$ cat config.mk
export PLATFORM = sky130hd
export DESIGN_NAME = taxi_pcie_us_msi_resp
export DESIGN_NICKNAME = d
export VERILOG_FILES = /design/src/rtl/taxi_pcie_us_msi_pkg.sv /design/src/rtl/taxi_pcie_us_msi_prio_enc.sv /design/src/rtl/taxi_pcie_us_msi_resp.sv
export SDC_FILE = /design/constraint.sdc
export NUM_CORES = 1
export LEC_CHECK = 0
export ABC_CLOCK_PERIOD_IN_PS = 9070
export BUFFER_PORTS_ARGS = -buffer_cell sky130_fd_sc_hd__buf_4
export CAP_MARGIN = 20
export CORE_ASPECT_RATIO = 2
export CORE_MARGIN = 2
export CORE_UTILIZATION = 45
export DETAILED_ROUTE_END_ITERATION = 6
export MAX_ROUTING_LAYER = met4
export PLACE_DENSITY = 0.8
export SLEW_MARGIN = 20
export SYNTH_ARGS = -nofsm -noshare
export SYNTH_HDL_FRONTEND = slang
export SYNTH_SLANG_ARGS = --single-unit
export TNS_END_PERCENT = 1
$ cat constraint.sdc
create_clock -name clk -period 9.07 [get_ports clk]
set_clock_uncertainty 0.15 [all_clocks]
set_input_delay 1.814 -clock clk [delete_from_list [all_inputs] [get_ports clk]]
set_output_delay 1.814 -clock clk [all_outputs]
set_load 0.1 [all_outputs]
$ cat src/rtl/taxi_pcie_us_msi_pkg.sv
// taxi_pcie_us_msi_pkg: shared types and constants for the MSI responder
package taxi_pcie_us_msi_pkg;
  typedef enum logic [1:0] {OK, FAIL_DIS, FAIL_RANGE, FAIL_MASK} msi_verdict_t;
  typedef enum logic [1:0] {IDLE, WAIT, EMIT} state_t;
  localparam int MSI_VEC_CNT = 32;
endpackage

$ cat src/rtl/taxi_pcie_us_msi_prio_enc.sv
// taxi_pcie_us_msi_prio_enc: lowest-set-bit encoder over the MSI request vector
module taxi_pcie_us_msi_prio_enc import taxi_pcie_us_msi_pkg::*; (
  input  logic [MSI_VEC_CNT-1:0] vec,
  output logic [4:0]             idx,
  output logic                   valid
);
  always_comb begin
    idx = '0;
    for (int i = MSI_VEC_CNT - 1; i >= 0; i--) idx = vec[i] ? 5'(i) : idx;
  end
  assign valid = |vec;
endmodule

$ cat src/rtl/taxi_pcie_us_msi_resp.sv
// taxi_pcie_us_msi_resp: UltraScale PCIe MSI responder emitting delivered interrupts as write events
module taxi_pcie_us_msi_resp import taxi_pcie_us_msi_pkg::*; #(
  parameter int LATENCY = 4,
  parameter int ADDR_W  = 64
) (
  input  logic              clk,
  input  logic              rst,
  input  logic              host_msi_en,
  input  logic [2:0]        host_msi_mme,
  input  logic [31:0]       host_msi_mask,
  input  logic [ADDR_W-1:0] host_msi_addr,
  input  logic [15:0]       host_msi_data,
  output logic [3:0]        cfg_interrupt_msi_enable,
  output logic [11:0]       cfg_interrupt_msi_mmenable,
  output logic              cfg_interrupt_msi_mask_update,
  input  logic [1:0]        cfg_interrupt_msi_select,
  output logic [31:0]       cfg_interrupt_msi_data,
  input  logic [31:0]       cfg_interrupt_msi_int,
  input  logic [31:0]       cfg_interrupt_msi_pending_status,
  input  logic              cfg_interrupt_msi_pending_status_data_enable,
  input  logic [1:0]        cfg_interrupt_msi_pending_status_function_num,
  output logic              cfg_interrupt_msi_sent,
  output logic              cfg_interrupt_msi_fail,
  output logic              m_msi_valid,
  input  logic              m_msi_ready,
  output logic [ADDR_W-1:0] m_msi_addr,
  output logic [31:0]       m_msi_data,
  output logic [31:0]       pending
);
  logic              en_q;
  logic [2:0]        mme_q;
  logic [31:0]       mask_q, mask_shadow;
  logic [ADDR_W-1:0] addr_q;
  logic [15:0]       data_q, lo_mask;
  state_t            state, state_nxt;
  msi_verdict_t      verdict, verdict_nxt;
  logic [3:0]        cnt;
  logic [4:0]        vec, req_idx;
  logic              req_valid, busy_rej, rej, defer, main_fail, main_sent, pend_load;

  taxi_pcie_us_msi_prio_enc u_enc (
    .vec   (cfg_interrupt_msi_int),
    .idx   (req_idx),
    .valid (req_valid)
  );

  assign verdict_nxt = !en_q ? FAIL_DIS :
                       ({3'b0, req_idx} >= (8'd1 << mme_q)) ? FAIL_RANGE :
                       mask_q[req_idx] ? FAIL_MASK : OK;
  assign busy_rej  = req_valid && state != IDLE;
  assign rej       = busy_rej || defer;
  assign lo_mask   = (16'd1 << mme_q) - 16'd1;
  assign pend_load = cfg_interrupt_msi_pending_status_data_enable && cfg_interrupt_msi_pending_status_function_num == 2'd0;

  assign cfg_interrupt_msi_enable   = {3'b0, en_q};
  assign cfg_interrupt_msi_mmenable = {9'b0, mme_q};
  assign cfg_interrupt_msi_data     = cfg_interrupt_msi_select == 2'd0 ? mask_q : 32'h0;
  assign m_msi_valid                = state == EMIT;

  always_comb begin
    state_nxt = state;
    main_fail = 1'b0;
    main_sent = 1'b0;
    if (state == IDLE && req_valid) state_nxt = WAIT;
    if (state == WAIT && cnt == '0) begin
      state_nxt = verdict == OK ? EMIT : IDLE;
      main_fail = verdict != OK;
    end
    if (state == EMIT && m_msi_ready) begin
      state_nxt = IDLE;
      main_sent = 1'b1;
    end
  end

  always_ff @(posedge clk or posedge rst) begin
    if (rst) begin
      en_q                          <= 1'b0;
      mme_q                         <= '0;
      mask_q                        <= '0;
      mask_shadow                   <= '0;
      addr_q                        <= '0;
      data_q                        <= '0;
      cfg_interrupt_msi_mask_update <= 1'b0;
      state                         <= IDLE;
      verdict                       <= OK;
      cnt                           <= '0;
      vec                           <= '0;
      defer                         <= 1'b0;
      cfg_interrupt_msi_fail        <= 1'b0;
      cfg_interrupt_msi_sent        <= 1'b0;
      m_msi_addr                    <= '0;
      m_msi_data                    <= '0;
      pending                       <= '0;
    end else begin
      en_q                          <= host_msi_en;
      mme_q                         <= host_msi_mme;
      mask_q                        <= host_msi_mask;
      addr_q                        <= host_msi_addr;
      data_q                        <= host_msi_data;
      mask_shadow                   <= mask_q;
      cfg_interrupt_msi_mask_update <= mask_q != mask_shadow;
      state                         <= state_nxt;
      if (state == IDLE && req_valid) begin
        vec     <= req_idx;
        verdict <= verdict_nxt;
        cnt     <= 4'(LATENCY - 1);
      end else if (state == WAIT && cnt != '0) begin
        cnt <= cnt - 4'd1;
      end
      if (state == WAIT && cnt == '0 && verdict == OK) begin
        m_msi_addr <= addr_q;
        m_msi_data <= {16'h0, (data_q & ~lo_mask) | (16'(vec) & lo_mask)};
      end
      // a busy reject that lands on an in-flight pulse slips one cycle
      cfg_interrupt_msi_fail <= main_fail || (rej && !(main_fail || main_sent));
      cfg_interrupt_msi_sent <= main_sent;
      defer                  <= rej && (main_fail || main_sent);
      if (pend_load) pending <= cfg_interrupt_msi_pending_status;
      else if (main_fail && verdict == FAIL_MASK) pending[vec] <= 1'b1;
      else if (main_sent) pending[vec] <= 1'b0;
    end
  end
endmodule

==> run summary, run 1 <==
Outcome = finished with violations
Failing checks = DRC
Hold crit path type = flip-flop to flip-flop
First-pass GRT wire length = 42200 um
Syn_area_per_cell = 13.3 sq um
DR iter-0 viols = 498
Vias per inst = 5.07
Vias in the first global route = 7833
Crit path capture type = primary output
Number of remaining DRC errors = 25
Worst Setup Start Kind = input port
Core box area = 23300 sq um
Flip-flop and latch area = 6930 sq um
Number of cells on the critical path = 5
Clk root buf = clkbuf_16
Sink Count = 277
Synth unique cells = 55
DR WL/cell = 18.8 um
Critical path type = input port to primary output
Footprint of the multi-input gates = 3510 sq um
Most common flop cell mapped by yosys = dfrtp_1
Most used cell, CP = buf_4
Final instance area = 14200 sq um
Reg clk slew, reported paths = 70 ps
Period minus WS final = 4750 ps
Clock Path Buffers = 3
Worst path max stage delay = 290 ps
Number of post-CTS setup repair buffers = 0
Worst Path Max Fanout = 31
Leakage = 6.79 nW
Most common cell after layout, fill and taps aside = buf_4
Crit path DAT = 2790 ps
Syn Std Cell Area = 10700 sq um
Post-synth EDFFs = 0
Ys async rst share = 1.00
Fin crit share = 0.524
Yosys reg bits = 277
Slew Limit Headroom = 0.330
Worst VDD drop = 337 uV
Worst slew pin tran = 1010 ps
CTS HTree Levels = 1
Power density over the cells = 343 nW/um^2
Top Ports = 368
Post-CTS Resized = 0
Cells after synthesis = 809
WP buf/inv = 3
Crit path max-delay cell type = buf_4
Sequential share of the synthesized area = 0.647
Hold slack final = 299 ps
# nets final = 1347
Flop-to-flop setup slack = 6300 ps
CP delay by family, top = buffers and inverters
Slew Limit Fails = 0
Die width = 113 um
Layout Area Growth over Synthesis = 32.8%
Fill count = 1865
Fin Setup TNS = 0 ps
Die area = 25200 sq um
Worst-skew pair later-pin latency = 530 ps
RSZ-0062 raised after global routing = false
Critical path required time = 7110 ps
Post-place instance area = 13500 sq um
Reg2Reg Depth = 7
Starting density of the core = 0.460
Die Y = 222 um
WL final = 27200 um
Most frequent cells in the layout = 343 x buf_4, 277 x dfrtp_1, 109 x mux2_2, 86 x o21ai_0, 45 x nand2_1
Initial antenna violation count = 1
Hold Path Stages = 0
Row cnt = 79
Layout cell share with drive strength beyond 1 = 0.431
Gr usage total = 0.223
Yosys warning count = 0
Worst path cell trace = buf_4, nor2_1, buf_4, and2_1, buf_4
Largest net degree at the start of global routing = 181
Detailed Routing Iterations Pass 1 = 6
ANT nets after route = 0
Total CTS buffers = 24
CTS tree = yes
HPWL Detailed = 20600 um
Via count = 7362
Port Buffers = 339
Fin. Hold Viols = 0
Fmax = 210 MHz
Max Cap Viol = 0
Grt total ovfl = 0
Final setup violation count = 0
Routability congestion estimate = 0.858
Hold bufs inserted after CTS = 0
==> through the flow <==
step | utilization | setup slack [ps] | total power [mW] | std cells
6_report | 0.610 | 4320 | 4.88 | 1453
5_1_grt | 0.610 | 4250 | 5.06 | 1453
4_1_cts | 0.610 | 4320 | 4.93 | 1452
3_5_place_dp | 0.577 | 4190 | 3.91 | 1409
3_3_place_gp | 0.577 | 4250 | 3.87 | 1409
2_1_floorplan | - | 3230 | 3.39 | 836
==> kinds of logic after synthesis <==
family,share of synthesized area
flops,0.647
simple gates,0.0775
compound gates,0.0762
mux,0.127
buf+inv,0.0364
xor+xnor,0.0278
fa+ha+maj,0.00817
other cells,0.000350
==> cell type report <==
type / count / share of cell area
Clock inverter: 13 / 0.00808
Tap cell: 283 / 0.0249
Inverter: 16 / 0.00448
Sequential cell: 277 / 0.487
Timing Repair Buffer: 344 / 0.182
Multi-Input combinational cell: 489 / 0.247
Antenna cell: 1 / 0.000176
Clock buffer: 30 / 0.0466
==> worst paths after layout <==
| path | from | end |
|---|---|---|
| setup reg to reg | cnt[0] | m_msi_addr[54] |
| hold / removal | mask_q[30] | mask_shadow[30] |
| max in group asynchronous | rst | mask_q[1] |
| setup / recovery | cfg_interrupt_msi_select[1] | cfg_interrupt_msi_data[29] |
| min in group asynchronous | rst | m_msi_addr[6] |
| hold reg to reg | mask_q[30] | mask_shadow[30] |
==> Yosys cell counts (all sizes together), types with 3 or more instances <==
cell	number	area [sq um]
dfrtp	277	6930
mux2	110	1240
o21ai	88	440
nand2	46	173
buf	35	249
and2	33	206
xnor2	33	289
nor2	25	93.8
clkbuf	19	81.3
a21oi	17	85.1
inv	16	60.1
nor4	13	81.3
mux2i	12	120
nand4	9	56.3
nor3	8	40.0
ha	7	87.6
nor2b	5	31.3
a21o	4	30.0
a221oi	4	35.0
a22o	4	35.0
nand3	4	20.0
nand3b	4	30.0
a2111oi	3	32.5
a211oi	3	35.0
and3	3	18.8
nor3b	3	22.5
o31a	3	26.3
==> report_power, final <==
group | internal (mW) | switching [mW] | total [mW]
clock | 0.552 | 0.453 | 1.01
combinational | 0.504 | 1.75 | 2.25
sequential | 1.47 | 0.153 | 1.63
total | 2.53 | 2.35 | 4.88
==> routing by layer <==
layer	vias up	share of wire	global-route usage
met3	64	0.059	0.0363
met5	-	0	-
li1	3448	-	-
met1	3564	0.34	0.232
met2	286	0.56	0.406
met4	0	0.044	0.0987
(Power assumes the default switching activity.)
==> inputs of run 2 (changes only) <==
--- a/config.mk
+++ b/config.mk
@@ -5,15 +5,15 @@
 export SDC_FILE = /design/constraint.sdc
 export NUM_CORES = 1
 export LEC_CHECK = 0
-export ABC_CLOCK_PERIOD_IN_PS = 9070
+export ABC_CLOCK_PERIOD_IN_PS = 4600
 export BUFFER_PORTS_ARGS = -buffer_cell sky130_fd_sc_hd__buf_4
 export CAP_MARGIN = 20
 export CORE_ASPECT_RATIO = 2
 export CORE_MARGIN = 2
-export CORE_UTILIZATION = 45
+export CORE_UTILIZATION = 50
 export DETAILED_ROUTE_END_ITERATION = 6
 export MAX_ROUTING_LAYER = met4
-export PLACE_DENSITY = 0.8
+export PLACE_DENSITY = 0.84
 export SLEW_MARGIN = 20
 export SYNTH_ARGS = -nofsm -noshare
 export SYNTH_HDL_FRONTEND = slang
==> constraint.sdc (replaced) <==
create_clock -name clk -period 4.6 [get_ports clk]
set_clock_uncertainty 0.15 [all_clocks]
set_input_delay 0.92 -clock clk [delete_from_list [all_inputs] [get_ports clk]]
set_output_delay 0.92 -clock clk [all_outputs]
set_load 0.1 [all_outputs]
==> run 2 against run 1 <==
  * The run now ends clean
  * Highest routed layer unchanged
  * Sequential power rose by 97%
  * Design area barely moved
  * Power up 96%
  * Die area down 9.7%
  * Register-to-register slack lost 4500 ps
  * Final cell count shrank 1.0%
==> run summary, run 2 (synthesized netlist as in run 1, its figures left out) <==
Outcome = finished clean (was finished with violations)
Fin Setup TNS = 0 ps (unchanged)
Layout Cells excl Fill = 1438 (was 1453)
Hold bufs inserted after CTS = 0 (unchanged)
Layout cell share with drive strength beyond 1 = 0.428 (was 0.431)
Fin. Hold Viols = 0 (unchanged)
Worst Path Max Fanout = 5 (was 31)
CTS HTree Levels = 1 (unchanged)
Worst slew pin tran = 794 ps (was 1010 ps)
Crit path max-delay cell type = a2111oi_0 (was buf_4)
Detailed Routing Iterations Pass 1 = 4 (was 6)
Max Cap Viol = 0 (unchanged)
Row cnt = 75 (was 79)
Routability congestion estimate = 0.872 (was 0.858)
Slew Limit Fails = 0 (unchanged)
RSZ-0062 raised after global routing = false (unchanged)
Worst path cell trace = buf_4, inv_1, a2111oi_0, o31a_1, o221ai_1, o211ai_1, a21oi_1, o21bai_1, ha_1, nand2b_1, a21o_1, a21o_1, a21oi_1, nor2b_1, o21a_1, o31a_1 (was buf_4, nor2_1, buf_4, and2_1, buf_4)
Sink Count = 277 (unchanged)
Grt total ovfl = 0 (unchanged)
Most common cell after layout, fill and taps aside = buf_4 (unchanged)
Clk root buf = clkbuf_16 (unchanged)
# nets final = 1350 (was 1347)
Port Buffers = 339 (unchanged)
Layout Area Growth over Synthesis = 32.8% (about the same)
Gr usage total = 0.255 (was 0.223)
Utilization after layout = 0.677 (was 0.610)
Final setup violation count = 0 (unchanged)
Worst path max stage delay = 440 ps (was 290 ps)
Starting density of the core = 0.510 (was 0.460)
Top Ports = 368 (unchanged)
Clock Path Buffers = 3 (unchanged)
Fin crit share = 0.758
HPWL Detailed = 21300 um (was 20600 um)
Leakage = 6.79 nW (about the same)
WL final = 28100 um (was 27200 um)
Number of remaining DRC errors = 0 (was 25)
Vias per inst = 5.20 (was 5.07)
Most frequent cells in the layout = 344 x buf_4, 277 x dfrtp_1, 109 x mux2_2, 86 x o21ai_0, 45 x nand2_1 (was 343 x buf_4, 277 x dfrtp_1, 109 x mux2_2, 86 x o21ai_0, 45 x nand2_1)
Crit path DAT = 3750 ps (was 2790 ps)
Fill count = 1536 (was 1865)
DR iter-0 viols = 351 (was 498)
Hold slack final = 276 ps (was 299 ps)
Die Y = 211 um (was 222 um)
Hold crit path type = flip-flop to flip-flop (unchanged)
Die width = 108 um (was 113 um)
Vias in the first global route = 8115 (was 7833)
Post-CTS Resized = 0 (unchanged)
Crit path capture type = flip-flop (was primary output)
Reg clk slew, reported paths = 70 ps (about the same)
DP Cell Count = 1398 (was 1409)
Largest net degree at the start of global routing = 97 (was 181)
Critical path type = input port to flip-flop (was input port to primary output)
DR WL/cell = 19.6 um (was 18.8 um)
Fmax = 287 MHz
Die area = 22700 sq um (was 25200 sq um)
Number of post-CTS setup repair buffers = 0 (unchanged)
Total CTS buffers = 23 (was 24)
ANT nets after route = 0 (unchanged)
Critical path required time = 4870 ps (was 7110 ps)
Slew Limit Headroom = 0.471 (was 0.330)
Core box area = 21000 sq um (was 23300 sq um)
Worst-skew pair later-pin latency = 530 ps (about the same)
Via count = 7473 (was 7362)
Power density over the cells = 672 nW/um^2 (was 343 nW/um^2)
Initial antenna violation count = 1 (unchanged)
First-pass GRT wire length = 42800 um (was 42200 um)
Worst Setup Start Kind = input port (unchanged)
CTS tree = yes (unchanged)
Period minus WS final = 3490 ps
Worst VDD drop = 545 uV (was 337 uV)
[run 2: path summary, 6_finish.rpt]
path	start	end	slack, ps	cells past startpoint
worst min register to register	mask_q[4]	mask_shadow[4]	280	0
max in group asynchronous	rst	addr_q[7]	3070	4
min in group asynchronous	rst	m_msi_data[9]	290	2
worst min-delay path	mask_q[4]	mask_shadow[4]	280	0
worst max register to register	cnt[0]	m_msi_data[12]	1820	7
worst max-delay path	cfg_interrupt_msi_int[24]	verdict[1]	1110	16
[run 2: per-layer routing]
metal | GRT usage | routed length, um | vias to the layer above
met3 | 0.0376 | 1500 | 80
met1 | 0.261 | 9310 | 3652
li1 | - | - | 3436
met5 | - | 0 | -
met4 | 0.125 | 1410 | 0
met2 | 0.464 | 15900 | 305
[run 2: final cells by class]
type / count / area (sq um) / share of cell area
Antenna cell: 1 / 2.50 / 0.000176
Clock buffer: 31 / 636 / 0.0447
Clock inverter: 7 / 81.3 / 0.00571
Inverter: 16 / 63.8 / 0.00448
Multi-Input combinational cell: 489 / 3510 / 0.247
Sequential cell: 277 / 6930 / 0.487
Tap cell: 269 / 337 / 0.0236
Timing Repair Buffer: 348 / 2670 / 0.188
[run 2: critical path: cells and delay by family]
kind | cells | cell delay, ps
and+or+nand+nor | 2 | 200
AOI/OAI and AO/OA | 11 | 2190
buffers and inverters | 2 | 150
adders and majority gates | 1 | 290
[run 2: through the flow]
stage                     worst slack, ps  total power, mW  instance area [sq um]
after floorplan                      -135             6.68                  10800
after global routing                  875             9.89                  14200
after CTS                            1120             9.63                  14200
after global placement                674             7.64                  13500
final                                1110             9.56                  14200
after detailed placement              614             7.72                  13500
[run 2: report_power, final]
group	switching [mW]	total, mW	internal (mW)
Sequential	0.308	3.21	2.91
Clock	0.856	1.89	1.03
Combinational	3.46	4.46	1.00
Total	4.62	9.56	4.94
==> inputs of run 3 (changes only) <==
--- a/config.mk
+++ b/config.mk
@@ -5,15 +5,16 @@
 export SDC_FILE = /design/constraint.sdc
 export NUM_CORES = 1
 export LEC_CHECK = 0
-export ABC_CLOCK_PERIOD_IN_PS = 4600
+export ABC_AREA = 1
+export ABC_CLOCK_PERIOD_IN_PS = 3100
 export BUFFER_PORTS_ARGS = -buffer_cell sky130_fd_sc_hd__buf_4
 export CAP_MARGIN = 20
 export CORE_ASPECT_RATIO = 2
 export CORE_MARGIN = 2
-export CORE_UTILIZATION = 50
+export CORE_UTILIZATION = 46
 export DETAILED_ROUTE_END_ITERATION = 6
 export MAX_ROUTING_LAYER = met4
-export PLACE_DENSITY = 0.84
+export PLACE_DENSITY = 0.81
 export SLEW_MARGIN = 20
 export SYNTH_ARGS = -nofsm -noshare
 export SYNTH_HDL_FRONTEND = slang
==> constraint.sdc (replaced) <==
create_clock -name clk -period 3.1 [get_ports clk]
set_clock_uncertainty 0.15 [all_clocks]
set_input_delay 0.62 -clock clk [delete_from_list [all_inputs] [get_ports clk]]
set_output_delay 0.62 -clock clk [all_outputs]
set_load 0.1 [all_outputs]
==> run 3 against run 2 <==
  * The flow now finishes with violations (setup timing)
  * Wire length increased by 9.9%
  * Worst hold slack lost 240 ps
  * Critical endpoint is now verdict[0]
  * Clock power is 83% higher
  * Largest power group is now sequential cells
  * Non-clock buffer count grew 19
  * Sequential power rose by 22%
  * Largest cell class unchanged
  * Sequential cell count did not move
  * Sequential share of layout area is 2.2 points lower
  * Power shrank 3.3%
  * Final cell count increased by 28%
  * Die area up 12%
  * Via count increased by 24%
  * Register-to-register slack worse by 1400 ps
==> run summary, run 3 <==
Pwr Total = 9.24 mW (was 9.56 mW)
Vias in the first global route = 9617 (was 8115)
Hold slack final = 31.5 ps (was 276 ps)
Layout Area Growth over Synthesis = 34.7% (was 32.8%)
Die area = 25400 sq um (was 22700 sq um)
Top cells by area, synth = dfrtp_1 63%, nand2_1 12%, nor2_1 4.4%, inv_1 3.2%, nand3_1 3.2% (was dfrtp_1 65%, mux2_2 11%, o21ai_0 4.0%, xnor2_1 2.7%, buf_4 2.0%)
WL final = 30900 um (was 28100 um)
Sink Count = 277 (unchanged)
Worst VDD drop = 572 uV (was 545 uV)
First-pass GRT wire length = 48700 um (was 42800 um)
Crit path capture type = flip-flop (unchanged)
Grt total ovfl = 0 (unchanged)
Die width = 114 um (was 108 um)
Detailed Routing Iterations Pass 1 = 5 (was 4)
Top Ports = 368 (unchanged)
Reg2Reg Depth = 10 (was 7)
DP Cell Count = 1797 (was 1398)
Fin worst setup slack = -21.2 ps (was 1110 ps)
Syn Std Cell Area = 11100 sq um (was 10700 sq um)
Starting density of the core = 0.467 (was 0.510)
Sequential share of the synthesized area = 0.626 (was 0.647)
Via count = 9283 (was 7473)
Power density over the cells = 620 nW/um^2 (was 672 nW/um^2)
Syn_area_per_cell = 9.35 sq um (was 13.3 sq um)
R2r startpoint = cnt[0] (unchanged)
DR WL/cell = 16.8 um (was 19.6 um)
Routability congestion estimate = 0.931 (was 0.872)
CTS HTree Levels = 1 (unchanged)
# nets final = 1734 (was 1350)
Layout cell share with drive strength beyond 1 = 0.292 (was 0.428)
Outcome = finished with violations (was finished clean)
Fmax = 320 MHz
Die Y = 223 um (was 211 um)
Largest net degree at the start of global routing = 110 (was 97)
Period minus WS final = 3120 ps
Post-place instance area = 14000 sq um (was 13500 sq um)
Final instance area = 14900 sq um (was 14200 sq um)
Ys async rst share = 1.00 (unchanged)
Cells after synthesis = 1184 (was 809)
Fin. Hold Viols = 0 (unchanged)
Count leader, synth = nand2_1 (was dfrtp_1)
Synth area leader = dfrtp_1 (unchanged)
Fin crit share = 1.01
Gr usage total = 0.252 (was 0.255)
Crit path max-delay cell type = ha_4 (was a2111oi_0)
Hold crit path type = input port to flip-flop (was flip-flop to flip-flop)
Pre-CTS setup slack = -652 ps (was 614 ps)
RSZ-0062 raised after global routing = true (was false)
Clk root buf = clkbuf_16 (unchanged)
Flip-flop and latch area = 6930 sq um (unchanged)
Total CTS buffers = 25 (was 23)
Critical path type = input port to flip-flop (unchanged)
ANT nets after route = 0 (unchanged)
Most used cell, CP = nand2_1
Row cnt = 80 (was 75)
Flop-to-flop setup slack = 430 ps (was 1820 ps)
Worst slew pin tran = 769 ps (was 794 ps)
Fill count = 1901 (was 1536)
Clock Path Buffers = 3 (unchanged)
HPWL Detailed = 23000 um (was 21300 um)
Share of the synthesized area in the top cell type = 0.626 (was 0.647)
Worst-skew pair later-pin latency = 530 ps (about the same)
Footprint of the multi-input gates = 3480 sq um (was 3510 sq um)
Worst Path Max Fanout = 2 (was 5)
Layout Cells excl Fill = 1844 (was 1438)
Yosys warning count = 0 (unchanged)
Critical path required time = 3400 ps (was 4870 ps)
CP endpoint = verdict[0] (was verdict[1])
Reg clk slew, reported paths = 70 ps (about the same)
Core box area = 23700 sq um (was 21000 sq um)
Ant diodes = 0 (was 1)
Crit path DAT = 3420 ps (was 3750 ps)
Most common cell after layout, fill and taps aside = nand2_1 (was buf_4)
Slew Limit Fails = 0 (unchanged)
Worst path max stage delay = 240 ps (was 440 ps)
Worst setup path start = cfg_interrupt_msi_int[30] (was cfg_interrupt_msi_int[24])
Final setup violation count = 2 (was 0)
Initial antenna violation count = 0 (was 1)
Synth unique cells = 38 (was 55)
Number of remaining DRC errors = 0 (unchanged)
Post-synth EDFFs = 0 (unchanged)
Failing checks = setup timing
CTS tree = yes (unchanged)
Post-synth top cells = 364 x nand2_1, 277 x dfrtp_1, 129 x nor2_1 (was 277 x dfrtp_1, 109 x mux2_2, 86 x o21ai_0)
Yosys reg bits = 277 (unchanged)
Vias per inst = 5.03 (was 5.20)
Port Buffers = 339 (unchanged)
Most frequent cells in the layout = 363 x nand2_1, 361 x buf_4, 277 x dfrtp_1, 129 x nor2_1, 91 x inv_1 (was 344 x buf_4, 277 x dfrtp_1, 109 x mux2_2, 86 x o21ai_0, 45 x nand2_1)
Leakage = 7.87 nW (was 6.79 nW)
Max Cap Viol = 0 (unchanged)
DR iter-0 viols = 706 (was 351)
Most common flop cell mapped by yosys = dfrtp_1 (unchanged)
Worst Setup Start Kind = input port (unchanged)
Slew Limit Headroom = 0.486 (was 0.471)
[run 3: cell count changes after synthesis, sizes merged, moves of 6 or more]
| cell | previous run | this run |
|---|---|---|
| xnor2 | 33 | 19 |
| nor2 | 25 | 129 |
| o21ai | 88 | 27 |
| mux2i | 12 | 0 |
| clkbuf | 19 | 34 |
| inv | 16 | 108 |
| or2 | 2 | 8 |
| mux2 | 110 | 1 |
| nor4 | 13 | 5 |
| nand2 | 46 | 373 |
| a21oi | 17 | 29 |
| and2 | 33 | 0 |
| nand3 | 4 | 73 |
| a31oi | 0 | 23 |
[run 3: timing repair]
item | CTS | global route
buffers inserted | 1 | 0
endpoints found under the hold margin | 15 | 0
cloned | 0 | 0
resized for setup | 4 | 1
hold buffers | 1 | 0
pin swaps | 6 | 4
setup endpoints to repair | 2 | 2
[run 3: final cells by class]
class,count,share of cell area
multi-input cells,759,0.233
repair buffers,367,0.188
clock buffers,30,0.0459
flip-flops and latches,277,0.465
inverters,109,0.0278
well taps,287,0.0241
clock inverters,15,0.0159
[run 3: worst min path at each step]
stage	endpoint	cells past startpoint	start
after detailed placement	mask_shadow[28]	0	mask_q[28]
after CTS	data_q[5]	1	host_msi_data[5]
after global placement	mask_shadow[16]	0	mask_q[16]
final	addr_q[53]	1	host_msi_addr[53]
after global routing	addr_q[45]	1	host_msi_addr[45]
after floorplan	mask_shadow[11]	0	mask_q[11]
[run 3: cells by family (layout without fill, tap and decap cells)]
kind of cell    after synthesis  after routing  synth area share
buf+inv                     175            521            0.0712
simple gates                606            606             0.226
compound gates               98             98            0.0524
other cells                   1             28          0.000339
xor+xnor                     19             19            0.0150
flops                       277            277             0.626
fa+ha+maj                     7              7           0.00791
mux                           1              1           0.00102
[run 3: routing by layer]
metal	vias up	global-route usage	routed length, um
met5	-	-	0
met4	0	0.153	2260
met3	115	0.0391	1730
met2	420	0.448	16700
met1	4385	0.256	10300
li1	4363	-	-
[run 3: worst max-delay path: cells and delay by family]
kind / cells / cell delay, ps
adder cells (fa/ha/maj): 1 / 240
AO/OA/AOI/OAI: 6 / 780
AND/OR/NAND/NOR: 32 / 1630
buffers and inverters: 3 / 170
[run 3: report_power, final]
| group | internal, mW | leakage (nW) | switching [mW] | total, mW |
|---|---|---|---|---|
| Sequential | 3.81 | 3.41 | 0.113 | 3.92 |
| Clock | 2.08 | 0.452 | 1.37 | 3.45 |
| Combinational | 0.457 | 4.01 | 1.41 | 1.86 |
| Total | 6.35 | 7.87 | 2.89 | 9.24 |
[run 3: stage by stage]
step | TNS, ps | util
after floorplan | -375580 | -
after global placement | -1250 | 0.588
after detailed placement | -1300 | 0.588
after CTS | -80.7 | 0.629
after global routing | -711 | 0.629
final | -39.7 | 0.629
